--- config.mk ---
export PLATFORM = sky130hd
export DESIGN_NAME = pad_mux_ctrl
export DESIGN_NICKNAME = d
export VERILOG_FILES = /design/src/rtl/pad_mux_pkg.sv /design/src/rtl/pad_in_filter.sv /design/src/rtl/pad_mux_ctrl.sv
export SDC_FILE = /design/constraint.sdc
export NUM_CORES = 1
export LEC_CHECK = 0
export CAP_MARGIN = 20
export CORE_ASPECT_RATIO = 1.5
export CORE_MARGIN = 2
export CORE_UTILIZATION = 55
export CTS_BUF_LIST = sky130_fd_sc_hd__clkbuf_8
export DETAILED_ROUTE_END_ITERATION = 12
export PLACE_DENSITY = 0.79
export SYNTH_ARGS = -nofsm -noshare
export SYNTH_HDL_FRONTEND = slang
export SYNTH_SLANG_ARGS = --single-unit
--- constraint.sdc ---
create_clock -name clk_i -period 1.86 [get_ports clk_i]
set_input_delay 0.279 -clock clk_i [delete_from_list [all_inputs] [get_ports clk_i]]
set_output_delay 0.279 -clock clk_i [all_outputs]
set_load 0.1 [all_outputs]
--- src/rtl/pad_mux_pkg.sv ---
// Shared constants and types for the pad multiplexer controller: CFG field
// positions, function codes, interrupt modes and register addresses.
package pad_mux_pkg;

   // CFG register field positions
   localparam int CFG_FUNC_LSB = 0;
   localparam int CFG_GPO      = 2;
   localparam int CFG_GPOE     = 3;
   localparam int CFG_CS       = 4;
   localparam int CFG_SL       = 5;
   localparam int CFG_PU       = 6;
   localparam int CFG_PD       = 7;
   localparam int CFG_IRQ_LSB  = 8;
   localparam int CFG_DB_LSB   = 12;

   // Bits of a CFG register that hold state; every other bit reads back 0
   localparam logic [15:0] CFG_RW_MASK = 16'hF3FF;

   // Function code 0 always routes the pad to the GPIO bits of CFG
   localparam logic [1:0] FUNC_GPIO = 2'd0;

   // Edge-detect interrupt mode per pad
   typedef enum logic [1:0] {
      IRQ_OFF  = 2'd0,
      IRQ_RISE = 2'd1,
      IRQ_FALL = 2'd2,
      IRQ_BOTH = 2'd3
   } irq_mode_e;

   // Byte addresses of the non-CFG registers
   localparam logic [7:0] ADDR_IN   = 8'h80;
   localparam logic [7:0] ADDR_PEND = 8'h84;

   // Decide whether a filtered edge should raise the pad's pending bit
   function automatic logic irq_hit(irq_mode_e mode, logic rise, logic fall);
      logic hit;
      hit = 1'b0;
      case (mode)
         IRQ_OFF:  hit = 1'b0;
         IRQ_RISE: hit = rise;
         IRQ_FALL: hit = fall;
         IRQ_BOTH: hit = rise | fall;
      endcase
      return hit;
   endfunction

endpackage

--- src/rtl/pad_in_filter.sv ---
// Per-pad input conditioning: two-flop synchroniser, debounce counter and
// the filtered level, plus single-cycle rise/fall strobes on filter updates.
module pad_in_filter #(
   parameter int DB_W = 8
) (
   input  logic       clk_i,
   input  logic       rst_in,
   input  logic       pad_i,
   input  logic [3:0] db_i,
   output logic       filt_o,
   output logic       rise_o,
   output logic       fall_o
);

   logic [1:0]      sync_q;
   logic [DB_W-1:0] cnt_q;
   logic [DB_W-1:0] thresh;
   logic            filt_q;
   logic            differ;
   logic            update;

   // The debounce threshold scales the 4-bit setting into the top of the counter range
   assign thresh = DB_W'(db_i) << (DB_W - 4);
   assign differ = sync_q[1] != filt_q;
   assign update = differ && (cnt_q >= thresh);

   // Edges are reported on the same clock edge that the filtered level changes
   assign rise_o = update & sync_q[1];
   assign fall_o = update & ~sync_q[1];
   assign filt_o = filt_q;

   // Synchronise the raw pad, count how long it has disagreed with the filtered level, and adopt it once the count reaches the threshold
   always_ff @(posedge clk_i or negedge rst_in) begin
      if (!rst_in) begin
         sync_q <= '0;
         cnt_q  <= '0;
         filt_q <= 1'b0;
      end else begin
         sync_q <= {sync_q[0], pad_i};
         if (!differ) begin
            cnt_q <= '0;
         end else if (cnt_q != {DB_W{1'b1}}) begin
            cnt_q <= cnt_q + 1'b1;
         end
         if (update) begin
            filt_q <= sync_q[1];
         end
      end
   end

endmodule

--- src/rtl/pad_mux_ctrl.sv ---
// Register-programmable pad controller: per-pad function select between GPIO
// and alternate peripherals, electrical config, filtered inputs and edge
// interrupts, all programmed over a Wishbone classic slave.
module pad_mux_ctrl
   import pad_mux_pkg::*;
#(
   parameter int NUM_PADS = 8,
   parameter int NUM_ALT  = 3,
   parameter int DB_W     = 8
) (
   input  logic                        clk_i,
   input  logic                        rst_in,
   input  logic [7:0]                  wb_adr_i,
   input  logic [31:0]                 wb_dat_i,
   output logic [31:0]                 wb_dat_o,
   input  logic                        wb_we_i,
   input  logic [3:0]                  wb_sel_i,
   input  logic                        wb_stb_i,
   input  logic                        wb_cyc_i,
   output logic                        wb_ack_o,
   input  logic [NUM_PADS*NUM_ALT-1:0] alt_out_i,
   input  logic [NUM_PADS*NUM_ALT-1:0] alt_oe_i,
   input  logic [NUM_PADS-1:0]         pad_in_i,
   output logic [NUM_PADS-1:0]         pad_out_o,
   output logic [NUM_PADS-1:0]         pad_oe_o,
   output logic [NUM_PADS-1:0]         pad_ie_o,
   output logic [NUM_PADS-1:0]         pad_cs_o,
   output logic [NUM_PADS-1:0]         pad_sl_o,
   output logic [NUM_PADS-1:0]         pad_pu_o,
   output logic [NUM_PADS-1:0]         pad_pd_o,
   output logic [NUM_PADS-1:0]         in_filt_o,
   output logic                        irq_o
);

   logic [15:0]         cfg_q [NUM_PADS];
   logic [NUM_PADS-1:0] pend_q;
   logic [NUM_PADS-1:0] pend_set;
   logic [NUM_PADS-1:0] pend_clr;
   logic [NUM_PADS-1:0] filt;
   logic [NUM_PADS-1:0] rise;
   logic [NUM_PADS-1:0] fall;
   logic [31:0]         wr_mask;
   logic [31:0]         wr_bits;
   logic [31:0]         rd_data;
   logic [5:0]          word;
   logic                wb_req;
   logic                wr_en;
   logic                unused_bits;

   assign wb_req  = wb_stb_i & wb_cyc_i;
   assign word    = wb_adr_i[7:2];
   assign wr_mask = {{8{wb_sel_i[3]}}, {8{wb_sel_i[2]}}, {8{wb_sel_i[1]}}, {8{wb_sel_i[0]}}};
   assign wr_bits = wb_dat_i & wr_mask;

   // A write lands on the clock edge that closes its ack cycle, so a reset during the transfer loses it
   assign wr_en = wb_ack_o & wb_req & wb_we_i;

   assign pend_clr = (wr_en && word == ADDR_PEND[7:2]) ? wr_bits[NUM_PADS-1:0] : '0;

   assign unused_bits = ^{wb_adr_i[1:0], wr_bits};

   // Byte-lane write of the addressed CFG register, keeping only the defined fields
   always_ff @(posedge clk_i or negedge rst_in) begin
      if (!rst_in) begin
         for (int i = 0; i < NUM_PADS; i++) begin
            cfg_q[i] <= '0;
         end
      end else if (wr_en) begin
         for (int i = 0; i < NUM_PADS; i++) begin
            if (word == 6'(i)) begin
               cfg_q[i] <= (cfg_q[i] & ~wr_mask[15:0]) | (wr_bits[15:0] & CFG_RW_MASK);
            end
         end
      end
   end

   // Read mux; anything not decoded returns zero
   always_comb begin
      rd_data = '0;
      for (int i = 0; i < NUM_PADS; i++) begin
         if (word == 6'(i)) begin
            rd_data = {16'h0000, cfg_q[i]};
         end
      end
      if (word == ADDR_IN[7:2]) begin
         rd_data[NUM_PADS-1:0] = filt;
      end
      if (word == ADDR_PEND[7:2]) begin
         rd_data[NUM_PADS-1:0] = pend_q;
      end
   end

   // Single-cycle ack one cycle after the request; a held strobe is answered every other cycle
   always_ff @(posedge clk_i or negedge rst_in) begin
      if (!rst_in) begin
         wb_ack_o <= 1'b0;
         wb_dat_o <= '0;
      end else begin
         wb_ack_o <= wb_req & ~wb_ack_o;
         wb_dat_o <= (wb_req & ~wb_ack_o) ? rd_data : '0;
      end
   end

   // Pending bits: new edges win over a write-one-to-clear in the same cycle
   always_ff @(posedge clk_i or negedge rst_in) begin
      if (!rst_in) begin
         pend_q <= '0;
      end else begin
         pend_q <= (pend_q & ~pend_clr) | pend_set;
      end
   end

   // Interrupt line follows the pending register one cycle later
   always_ff @(posedge clk_i or negedge rst_in) begin
      if (!rst_in) begin
         irq_o <= 1'b0;
      end else begin
         irq_o <= |pend_q;
      end
   end

   for (genvar p = 0; p < NUM_PADS; p++) begin : g_pad
      logic [1:0] func;
      logic       use_alt;
      logic       alt_out;
      logic       alt_oe;
      logic       oe;

      assign func = cfg_q[p][CFG_FUNC_LSB +: 2];

      // Select the alternate function named by func; codes beyond NUM_ALT fall back to GPIO
      always_comb begin
         use_alt = 1'b0;
         alt_out = 1'b0;
         alt_oe  = 1'b0;
         for (int k = 1; k <= NUM_ALT; k++) begin
            if (func != FUNC_GPIO && func == 2'(k)) begin
               use_alt = 1'b1;
               alt_out = alt_out_i[p*NUM_ALT + k - 1];
               alt_oe  = alt_oe_i[p*NUM_ALT + k - 1];
            end
         end
      end

      assign oe           = use_alt ? alt_oe : cfg_q[p][CFG_GPOE];
      assign pad_out_o[p] = use_alt ? alt_out : cfg_q[p][CFG_GPO];
      assign pad_oe_o[p]  = oe;
      assign pad_ie_o[p]  = ~oe;
      assign pad_cs_o[p]  = cfg_q[p][CFG_CS];
      assign pad_sl_o[p]  = cfg_q[p][CFG_SL];
      assign pad_pu_o[p]  = cfg_q[p][CFG_PU];
      assign pad_pd_o[p]  = cfg_q[p][CFG_PD];

      pad_in_filter #(
         .DB_W (DB_W)
      ) u_filter (
         .clk_i  (clk_i),
         .rst_in (rst_in),
         .pad_i  (pad_in_i[p]),
         .db_i   (cfg_q[p][CFG_DB_LSB +: 4]),
         .filt_o (filt[p]),
         .rise_o (rise[p]),
         .fall_o (fall[p])
      );

      assign pend_set[p] = irq_hit(irq_mode_e'(cfg_q[p][CFG_IRQ_LSB +: 2]), rise[p], fall[p]);
   end

   assign in_filt_o = filt;

endmodule

==> results.yml <==
layout:
  syn_to_final_growth_pct: 27.2
  drive_above_1_share_pct: 31.7
  diodes: 0
  nets: 1545
floorplan:
  io_pins: 203
  die_x_microns: 130
  die_area_sq_mm: 0.0250
  die_h_microns: 193
  fp.coreArea_sq_mm: 0.0235
  rows: 69
  start_util_pct: 55.5
clock_network:
  max-clock-path-buffers: 3
  cts-buffers-inserted: 39
  cts.sinks: 242
  cts_root_buffer: "clkbuf_8"
  path_clk_slew_ns: 0.07
  cts_tree: "done"
  htreeDepth: 2
  clock_latency_ns: 0.54
global_routing:
  grtUsageMet3_pct: 5.85
  overflow: 0
  grt_pass1_vias: 10700
  antenna_found_initial: 0
  grt_use_met1_pct: 32.0
  grt_use_met2_pct: 51.9
  top_usage_layer: "met2"
  grt_util_all_layers_pct: 29.3
  grt_max_degree: 54
  grt_pass1_wl_microns: 56400
yosys:
  synthArstFlopShare_pct: 100
  yosysTopAreaCell: "dfrtp_1"
  seq_area_frac_synth_pct: 46.4
  yosysWarnings: 0
  synthTopCellsByArea: "dfrtp_1, mux2_2, mux4_2"
  netlist.area_leader.share_pct: 46.4
  synth_top_family_by_area: "multiplexers"
  syn_area_sq_mm: 0.0130
  synth_adder_area_share_pct: 4.61
  synth_compound_area_share_pct: 9.03
  ys_ff_latch: 242
  synthMuxAreaShare_pct: 17.3
  synth_area_per_cell_sq_um: 11.2
  synth.distinct_cells: 73
  synth_ff_type: "dfrtp_1"
  synth_edf_count: 0
  synth-simple-area-share_pct: 14.1
  postSynthCellCount: 1165
  synth_xor_area_share_pct: 1.54
timing:
  slew_headroom_pct: 45.4
  timing.fmax_mhz: 478
  layout_setup_ws_ns: -0.233
  rsz0062_at_grt: "yes"
  hold_violations: 0
  post-route-period-util_pct: 113
  hold_ws_ns: 0.174
  tightest_slew_ns: 0.818
  period_minus_slack_ns: 2.09
  fin_skew_ns: 0.0154
  tns_ns: -4.16
  drv_slew: 0
  setup_viol: 24
run:
  maxCapViolations: 0
routing:
  dr_total_vias: 10400
  vias_per_cell: 5.95
  drcViolationCount: 0
  dr.pass1.iters: 6
  antenna_left: 0
  first_iter_violations: 789
  drt-total-wl_microns: 36100
  drt-wirelength-per-cell_microns: 20.7
power_and_ir_drop:
  leakage_uw: 0.00742
  cellPowerDensity_mw_per_mm2: 718
  peakVddDrop_v: 0.000545
placement:
  portBuffers: 164
  dp_hpwl_microns: 26700
  gp_congestion: 0.927
worst_setup_path:
  worst-setup-path-type: "flip-flop to output port"
  start_kind: "flip-flop"
  worst_ep_required_time_ns: 1.58
  arrival_ns: 1.81
  cp_max_fo: 3
  cp-end-kind: "output port"
  reg2reg_from: "wb_ack_o"
hold_path:
  hold_path.class: "input pin to flip-flop"
  holdCritStartpoint: "pad_in_i[6]"
run_status:
  failed_checks: "setup timing"
  status: "complete, but fails checks"
## cell usage after synthesis, drive strengths merged (7+ instances only)
cell type and instances:
a211oi 8, a21oi 38, a22oi 10, a31oi 17, and2 27, and3 9, buf 78, clkbuf 13
dfrtp 242, ha 48, inv 80, mux2 116, mux2i 16, mux4 35, nand2 71, nand2b 9
nand3 47, nand3b 10, nand4bb 8, nor2 57, nor2b 7, nor3 28, nor4 7, o211ai 18
o21ai 58, or3 9, or4b 10, xnor2 18
## cells in the final DEF (no fill, tap or decap), drive strengths merged, types with 6 or more instances in the layout
master / netlist / final
inv: 80 / 87
nand2: 71 / 71
conb: 1 / 16
dfrtp: 242 / 242
o21ai: 58 / 58
a31oi: 17 / 17
nand3b: 10 / 10
nor4: 7 / 7
a211oi: 8 / 8
and3: 9 / 9
nor3: 28 / 28
or4b: 10 / 10
clkinv: 0 / 6
xnor2: 18 / 18
nand3: 47 / 47
mux2: 116 / 116
o211ai: 18 / 18
mux2i: 16 / 16
buf: 78 / 182
a21oi: 38 / 38
clkbuf: 13 / 54
nand2b: 9 / 9
nor2: 57 / 57
a22oi: 10 / 10
nor2b: 7 / 7
nand4bb: 8 / 8
mux4: 35 / 35
clkdlybuf4s50: 0 / 78
and2: 27 / 27
or3: 9 / 9
ha: 48 / 48
## path summary, 6_finish.rpt
check                                         endpoint  cells past startpoint  slack [ns]
min in group asynchronous   g_pad[0].u_filter.cnt_q[7]                      2        0.26
max reg2reg                                  flip-flop                      4        0.07
min reg2reg                g_pad[2].u_filter.sync_q[1]                      0        0.35
min                        g_pad[6].u_filter.sync_q[0]                      1        0.17
max in group asynchronous                    async pin                      3        0.94
max                                        pad_oe_o[6]                      3       -0.23
## kinds of logic (layout without fill, tap and decap cells)
| group | after synthesis | count (layout) |
|---|---|---|
| multiplexers | 167 | 167 |
| other | 1 | 16 |
| flip-flops | 242 | 242 |
| XOR/XNOR | 23 | 23 |
| buffers and inverters | 171 | 412 |
| AND/OR/NAND/NOR | 326 | 326 |
| adder cells (fa/ha/maj) | 48 | 48 |
| AO/OA/AOI/OAI | 187 | 187 |
## through the flow
step / total power, uW / cell area (sq um) / util, % / std cells / setup slack [ns]
after floorplan: 6450 / 13100 / - / 1180 / 0.0206
after global routing: 12400 / 16600 / 70.7 / 1740 / -0.281
after CTS: 12000 / 16500 / 70.3 / 1731 / -0.263
final: 11900 / 16600 / 70.7 / 1740 / -0.233
after detailed placement: 7130 / 15500 / 66.1 / 1648 / -0.473
after global placement: 7090 / 15500 / 66.1 / 1648 / -0.565
## metal layers
layer,up-vias,routed length [microns],share of wire [%]
met5,-,0,0
met4,0,2100,5.8
met3,126,2480,6.9
met2,475,18900,52
met1,5146,12600,35
li1,4610,-,-
## critical path: stages, from the launching register on
cell,delay (ns)
dfrtp_2,0.39
mux4_2,0.57
buf_6,0.15
buf_12,0.15
## layout make-up
cell class	instances	area (sq um)
sequential	242	6070
clock inverter	16	101
timing repair buffer	262	2810
clock buffer	54	743
multi-input combinational	767	6170
fill	1639	6890
inverter	80	300
tap	319	399
## power breakdown
group	switching, uW	internal, uW
Sequential	163	5400
Clock	2130	2730
Combinational	901	594
## repair_timing
| item | CTS | global route |
|---|---|---|
| hold endpoints to repair | 48 | 0 |
| gates resized for setup | 20 | 12 |
| buffers inserted | 12 | 9 |
| endpoints found under the setup margin | 24 | 43 |
| hold buffers | 1 | 0 |
Note: power is estimated with default switching activity, not from simulation.
